--- src/rtl/div_pkg.sv ---
// Shared types and constants for the RV32M iterative divider.
package div_pkg;

  localparam int XLEN = 32;

  localparam logic [1:0] OP_DIV  = 2'b00;
  localparam logic [1:0] OP_DIVU = 2'b01;
  localparam logic [1:0] OP_REM  = 2'b10;
  localparam logic [1:0] OP_REMU = 2'b11;

  localparam logic [XLEN-1:0] MIN_NEG = {1'b1, {(XLEN-1){1'b0}}};

  typedef enum logic [1:0] {
    S_IDLE = 2'd0,
    S_RUN  = 2'd1,
    S_DONE = 2'd2
  } state_t;

  function automatic logic [XLEN-1:0] neg2c(input logic [XLEN-1:0] x);
    return ~x + XLEN'(1);
  endfunction

endpackage

--- src/rtl/div_if.sv ---
// Request/response bundle between the EX stage and the divider.
interface div_if;
  import div_pkg::*;

  logic            start;
  logic [1:0]      op;
  logic [XLEN-1:0] a;
  logic [XLEN-1:0] b;
  logic            busy;
  logic            done;
  logic [XLEN-1:0] result;

  modport master (output start, op, a, b, input busy, done, result);
  modport slave  (input start, op, a, b, output busy, done, result);
endinterface

--- src/rtl/div_step.sv ---
// One restoring radix-2 iteration on unsigned magnitudes (combinational).
module div_step
  import div_pkg::*;
(
  input  logic [XLEN-1:0] rem,
  input  logic [XLEN-1:0] quo,
  input  logic [XLEN-1:0] divisor,
  output logic [XLEN-1:0] rem_nx,
  output logic [XLEN-1:0] quo_nx
);
  logic [XLEN:0] rem_sh;
  logic [XLEN:0] trial;

  // With rem < divisor on entry, trial[XLEN] is exactly the borrow of the subtract.
  always_comb begin
    rem_sh = {rem, quo[XLEN-1]};
    trial  = rem_sh - {1'b0, divisor};
    if (trial[XLEN]) begin
      rem_nx = rem_sh[XLEN-1:0];
      quo_nx = {quo[XLEN-2:0], 1'b0};
    end else begin
      rem_nx = trial[XLEN-1:0];
      quo_nx = {quo[XLEN-2:0], 1'b1};
    end
  end
endmodule

--- src/rtl/div_unit.sv ---
// Iterative restoring divider for DIV/DIVU/REM/REMU; 33 cycles start-to-done
// (1 cycle for b==0 / signed overflow when DIV_FASTPATH_EN is defined).
// Backpressure: start is ignored while busy; accepted again in the done cycle.
module div_unit
  import div_pkg::*;
#(
  parameter int CNT_W = 6
) (
  input  logic clk,
  input  logic rst,
  div_if.slave bus
);
  state_t          state;
  logic [XLEN-1:0] rem, quo, divisor, a_q, result_q;
  logic [XLEN-1:0] rem_nx, quo_nx;
  logic [CNT_W-1:0] cnt;
  logic [1:0]      op_q;
  logic            neg_q, neg_r, bz_q, ovf_q, busy_q, done_q;
  logic            is_signed, sa, sb, b_zero, ovf, fast;

  function automatic logic [XLEN-1:0] finalise(
    input logic [1:0]      op,
    input logic            bz,
    input logic            ov,
    input logic            nq,
    input logic            nr,
    input logic [XLEN-1:0] q,
    input logic [XLEN-1:0] r,
    input logic [XLEN-1:0] a_raw
  );
    logic [XLEN-1:0] qf, rf;
    qf = nq ? neg2c(q) : q;
    rf = nr ? neg2c(r) : r;
    if (bz) begin
      qf = '1;
      rf = a_raw;
    end else if (ov) begin
      qf = MIN_NEG;
      rf = '0;
    end
    return (op == OP_REM || op == OP_REMU) ? rf : qf;
  endfunction

  always_comb begin
    is_signed = (bus.op == OP_DIV) || (bus.op == OP_REM);
    sa        = is_signed & bus.a[XLEN-1];
    sb        = is_signed & bus.b[XLEN-1];
    b_zero    = (bus.b == '0);
    ovf       = is_signed && (bus.a == MIN_NEG) && (bus.b == '1);
  end

`ifdef DIV_FASTPATH_EN
  assign fast = b_zero | ovf;
`else
  assign fast = 1'b0;
`endif

  div_step u_step (
    .rem     (rem),
    .quo     (quo),
    .divisor (divisor),
    .rem_nx  (rem_nx),
    .quo_nx  (quo_nx)
  );

  always_ff @(posedge clk) begin
    if (rst) begin
      state    <= S_IDLE;
      busy_q   <= 1'b0;
      done_q   <= 1'b0;
      result_q <= '0;
      cnt      <= '0;
      rem      <= '0;
      quo      <= '0;
      divisor  <= '0;
      a_q      <= '0;
      op_q     <= OP_DIV;
      neg_q    <= 1'b0;
      neg_r    <= 1'b0;
      bz_q     <= 1'b0;
      ovf_q    <= 1'b0;
    end else begin
      case (state)
        S_IDLE, S_DONE: begin
          done_q <= 1'b0;
          if (bus.start) begin
            op_q    <= bus.op;
            neg_q   <= sa ^ sb;
            neg_r   <= sa;
            a_q     <= bus.a;
            bz_q    <= b_zero;
            ovf_q   <= ovf;
            quo     <= sa ? neg2c(bus.a) : bus.a;
            divisor <= sb ? neg2c(bus.b) : bus.b;
            rem     <= '0;
            cnt     <= '0;
            if (fast) begin
              state    <= S_DONE;
              done_q   <= 1'b1;
              result_q <= finalise(bus.op, b_zero, ovf, 1'b0, 1'b0, '0, '0, bus.a);
            end else begin
              state  <= S_RUN;
              busy_q <= 1'b1;
            end
          end else begin
            state <= S_IDLE;
          end
        end
        S_RUN: begin
          rem <= rem_nx;
          quo <= quo_nx;
          cnt <= cnt + CNT_W'(1);
          if (cnt == CNT_W'(XLEN - 1)) begin
            state    <= S_DONE;
            busy_q   <= 1'b0;
            done_q   <= 1'b1;
            result_q <= finalise(op_q, bz_q, ovf_q, neg_q, neg_r, quo_nx, rem_nx, a_q);
          end
        end
        default: state <= S_IDLE;
      endcase
    end
  end

  assign bus.busy   = busy_q;
  assign bus.done   = done_q;
  assign bus.result = result_q;
endmodule
--- src/flat_wrapper.sv ---
// flat-port wrapper written by rule: the top's interface ports become plain ports
module div_unit_flat import div_pkg::*;
#(
  parameter int CNT_W = 6
)
  (clk, rst, bus_start, bus_op, bus_a, bus_b, bus_busy, bus_done, bus_result);
  div_if bus_i ();
  input  logic clk;
  input  logic rst;
  input wire logic [$bits(bus_i.start)-1:0] bus_start;
  input wire logic [$bits(bus_i.op)-1:0] bus_op;
  input wire logic [$bits(bus_i.a)-1:0] bus_a;
  input wire logic [$bits(bus_i.b)-1:0] bus_b;
  output wire logic [$bits(bus_i.busy)-1:0] bus_busy;
  output wire logic [$bits(bus_i.done)-1:0] bus_done;
  output wire logic [$bits(bus_i.result)-1:0] bus_result;
  assign bus_i.start = bus_start;
  assign bus_i.op = bus_op;
  assign bus_i.a = bus_a;
  assign bus_i.b = bus_b;
  assign bus_busy = bus_i.busy;
  assign bus_done = bus_i.done;
  assign bus_result = bus_i.result;
  div_unit #(.CNT_W(CNT_W)) u_core (.clk(clk), .rst(rst), .bus(bus_i));
endmodule
--- config.mk ---
export PLATFORM = sky130hd
export DESIGN_NAME = div_unit_flat
export DESIGN_NICKNAME = d
export VERILOG_FILES = /design/src/rtl/div_pkg.sv /design/src/rtl/div_if.sv /design/src/rtl/div_step.sv /design/src/rtl/div_unit.sv /design/src/flat_wrapper.sv
export SDC_FILE = /design/constraint.sdc
export NUM_CORES = 1
export LEC_CHECK = 0
export CORE_AREA = 2 2 145 161
export DETAILED_ROUTE_END_ITERATION = 10
export DIE_AREA = 0 0 147 163
export PLACE_DENSITY = 0.76
export RECOVER_POWER = 100
export SLEW_MARGIN = 20
export SYNTH_ARGS = -nofsm -noshare
export SYNTH_HDL_FRONTEND = slang
export SYNTH_SLANG_ARGS = --single-unit
--- constraint.sdc ---
create_clock -name clk -period 13.8 [get_ports clk]
set_input_delay 2.76 -clock clk [delete_from_list [all_inputs] [get_ports clk]]
set_output_delay 2.76 -clock clk [all_outputs]
set_load 0.02 [all_outputs]
==> impl_results.md <==
* Outcome: finished, violations left
* Failing checks: capacitance limit, slew limit
* Post-DP Area at 13300 um^2
* Int Pwr at between 900 and 1000 uW
* Non-filler cells, final at ~2000
* Via count at 12600
* Hpwl dp at 27.6 mm
* WHS at 0.451 ns
* Pin count of the biggest net entering global routing at 78
* Vias per std cell at 6.23
* Gate Count Post-Synth at 1673
* Multiplexer share of the synthesized area at 0.505%
* Simple-gate area share of the yosys netlist at roughly a quarter
* Final wirelength at 38.5 mm
* Initial DRT Pass Iterations at 7
* Most frequent cells in the layout: 266 x nand2_1, 181 x a21oi_1, 175 x dfxtp_1, 158 x nor2_1, 96 x o21ai_0
* I/O pin total at 103
* Reg2Reg Setup Slack at 6.30 ns
* Post-CTS Setup Repair Bufs at 0
* CP cell instances: clkbuf_1 -> clkbuf_1 -> clkbuf_1 -> nor3_1
* Adder-Cell Fraction of Synth Area at 4.08%
* Clk sinks at 175
* Crit Path Category: in -> reg
* Slew Viols, Final at between 400 and 500
* #FFs+latches synth at 175
* Sw frac at 35.3%
* Fmax at 115 MHz
* Worst path depth at 4
* DR iter-0 viols at between 1000 and 1500
* Root Driver: clkbuf_16
* IO buf count at 102
* Global-route wire length before repair at between 60 and 70 mm
* Ys Warns at 0
* Std-Cell Rows at 58
* TNS Setup at 0 ns
* Crit path capture: u_core.bus.result[29]
* Worst-path clk slew at ~0.070 ns
* R2r endpoint: u_core.bus.result[20]
* Starting Density at roughly 54%
* HP Class: reg -> reg
* Inserted Diodes at 0
* P per Cell Area at 104 nW/um^2
* Core area at ~22000 um^2
* Design area at around 14000 um^2
* Post-synth EDFFs at 0
* CP Data Required Time at 13.96 ns
* Synth Flop Type: dfxtp_1
* Layout cell share with drive strength beyond 1 at under 10%
* Fin. Hold Viols at 0
* Clock Latency Late Sink at 0.44 ns
* Die height at 163 um
* Buf/Inv on CP at 3
* Cell variety after synth at 71
* Worst slew margin at -120%
* Worst Skew at 0.0162 ns
* Psw at 506 uW
* Clk pwr share at 34.6%
* FFs w/ async S/R, synth at 0%
* CP endpoint kind: register
* RSZ-0062 raised after global routing: no
* Main combinational cell family by area after synthesis: compound AO/OA/AOI/OAI gates
* Static Leak at 0.00520 uW
* Placed cell count at just under 2000
* Post-layout net count at about 1800
* Detail Route Antenna Nets at 0
* Grt total ovfl at 0
* Syn Nets at around 1800
* Syn Std Cell Area at roughly 12000 um^2
* # resized after CTS at 0
* Critical Path AT at 8.87 ns
* Initial antenna violation count at 0
* GRT Overall Usage at 32.0%
* Critical path's slowest cell: clkbuf_1
* Vias in the first global route at approximately 11000
* Die area at 24000 um^2
* Drt drc at 0
* TritonCTS clock tree: done
* Crit. Startpoint: rst
* Delay-heaviest family, CP: buffers and inverters
* Endpoints failing setup at 0
* RePlAce Congestion at 0.946
* Combinational group share of total power at around a quarter
* CTS buffer count at 17
* Die X at 147 um
* Syn Area/Cell at 7.25 um^2
* MaxCap Viol Count at 8
* Reg power frac at 38.7%
* CP Max Fanout at about 70
* Startpoint types: primary input
* Worst-margin pin slew at 3.30 ns
* Worst reg2reg path depth at 21
* Area delta synth->final at 13.9%
* Most common cell after layout, fill and taps aside: nand2_1
* H-tree Lvls at 4
* CP peak stage delay at 2.43 ns
* Routed len/inst at 19.1 um
* CTS Hold Bufs at 0
* Tcrit/Tclk final at between 60 and 70%
* Maximum vdd ir drop at 0.0842 mV
* Longest Clk Path Bufs at 2
* Sequential fraction of the synthesis area at between 20% and 30%
* Final min period at between 8 and 9 ns
* Cell mode on critical path: clkbuf_1
* Reg-to-Reg Start: u_core.quo[31]
* XOR/XNOR share of the synthesized area at 9.82%
* Synth Area in Compound Gates at 28.0%
-- worst min-delay path by stage --
stage | cells after the start | slack, ns | from | end
6_report | 2 | 0.45 | u_core.bus.result[26] | u_core.bus.result[26]
5_1_grt | 2 | 0.48 | u_core.bus.result[3] | u_core.bus.result[3]
4_1_cts | 2 | 0.45 | u_core.a_q[31] | u_core.a_q[31]
3_5_place_dp | 2 | 0.44 | u_core.a_q[31] | u_core.a_q[31]
3_3_place_gp | 2 | 0.44 | u_core.a_q[31] | u_core.a_q[31]
2_1_floorplan | 2 | 0.43 | u_core.a_q[31] | u_core.a_q[31]
-- sequential cells by signal, indices dropped and copies added, names as in the netlist --
| name | count |
|---|---|
| u_core.ovf_q | 1 |
| u_core.bus.busy | 1 |
| u_core.bz_q | 1 |
| u_core.neg_q | 1 |
| u_core.cnt | 6 |
| u_core.op_q | 1 |
| u_core.state | 2 |
| u_core.bus.result | 32 |
| u_core.divisor | 32 |
| u_core.quo | 32 |
| u_core.bus.done | 1 |
| u_core.rem | 32 |
| u_core.a_q | 32 |
| u_core.neg_r | 1 |
-- kinds of logic (layout without fill, tap and decap cells) --
kind of cell,after synthesis,after routing
and+or+nand+nor,626,626
AOI/OAI and AO/OA,529,529
DFF,175,175
buffers and inverters,162,208
xor gates and xnor gates,136,136
adders and majority gates,39,39
muxes,6,6
-- layout make-up --
class | instances | area [um^2]
clock buffer | 18 | 429
clock inverter | 14 | 173
fill | 2113 | 8680
inverter | 54 | 203
multi-input combinational | 1336 | 7990
sequential | 175 | 3500
tap | 300 | 375
timing repair buffer | 122 | 1140
-- routing by layer --
layer	vias to the layer above	routed length (um)	track usage, %
met3	84	2260	4.17
met4	0	1310	10.6
met1	5951	16500	41.6
li1	6090	-	-
met2	462	18400	55.0
met5	-	0	0
-- Yosys cell counts (all sizes together) (27+ instances only) --
cell type  number  area, um^2
a211oi         33         248
a21oi         184         936
a22oi          59         443
clkbuf         85         319
dfxtp         175        3500
ha             38         475
inv            54         203
nand2         266         998
nand4          27         169
nor2          160         606
nor3           36         191
o21ai         100         512
o31ai          28         215
xnor2          64         561
xor2           72         631
-- power by group through the flow --
stage	registers, uW	clock network, uW	logic, uW
floorplan	557	0	271
global placement	565	0	371
detailed placement	565	0	374
CTS	554	500	378
global route	557	518	423
finish	555	495	382
-- through the flow --
stage | utilization (%) | power (uW) | worst slack (ns)
2_1_floorplan | - | 828 | 8.47
3_3_place_gp | 59.0 | 936 | 7.56
3_5_place_dp | 59.0 | 939 | 7.46
4_1_cts | 61.6 | 1430 | 7.90
5_1_grt | 61.4 | 1500 | 4.71
6_report | 61.4 | 1430 | 5.09
-- worst min-delay path, cell delays in order, from the launching register on --
cell and delay, ns:
dfxtp_1 0.31, nand2_1 0.05, o21ai_1 0.05
No activity file was read; power rests on OpenSTA's default activity.
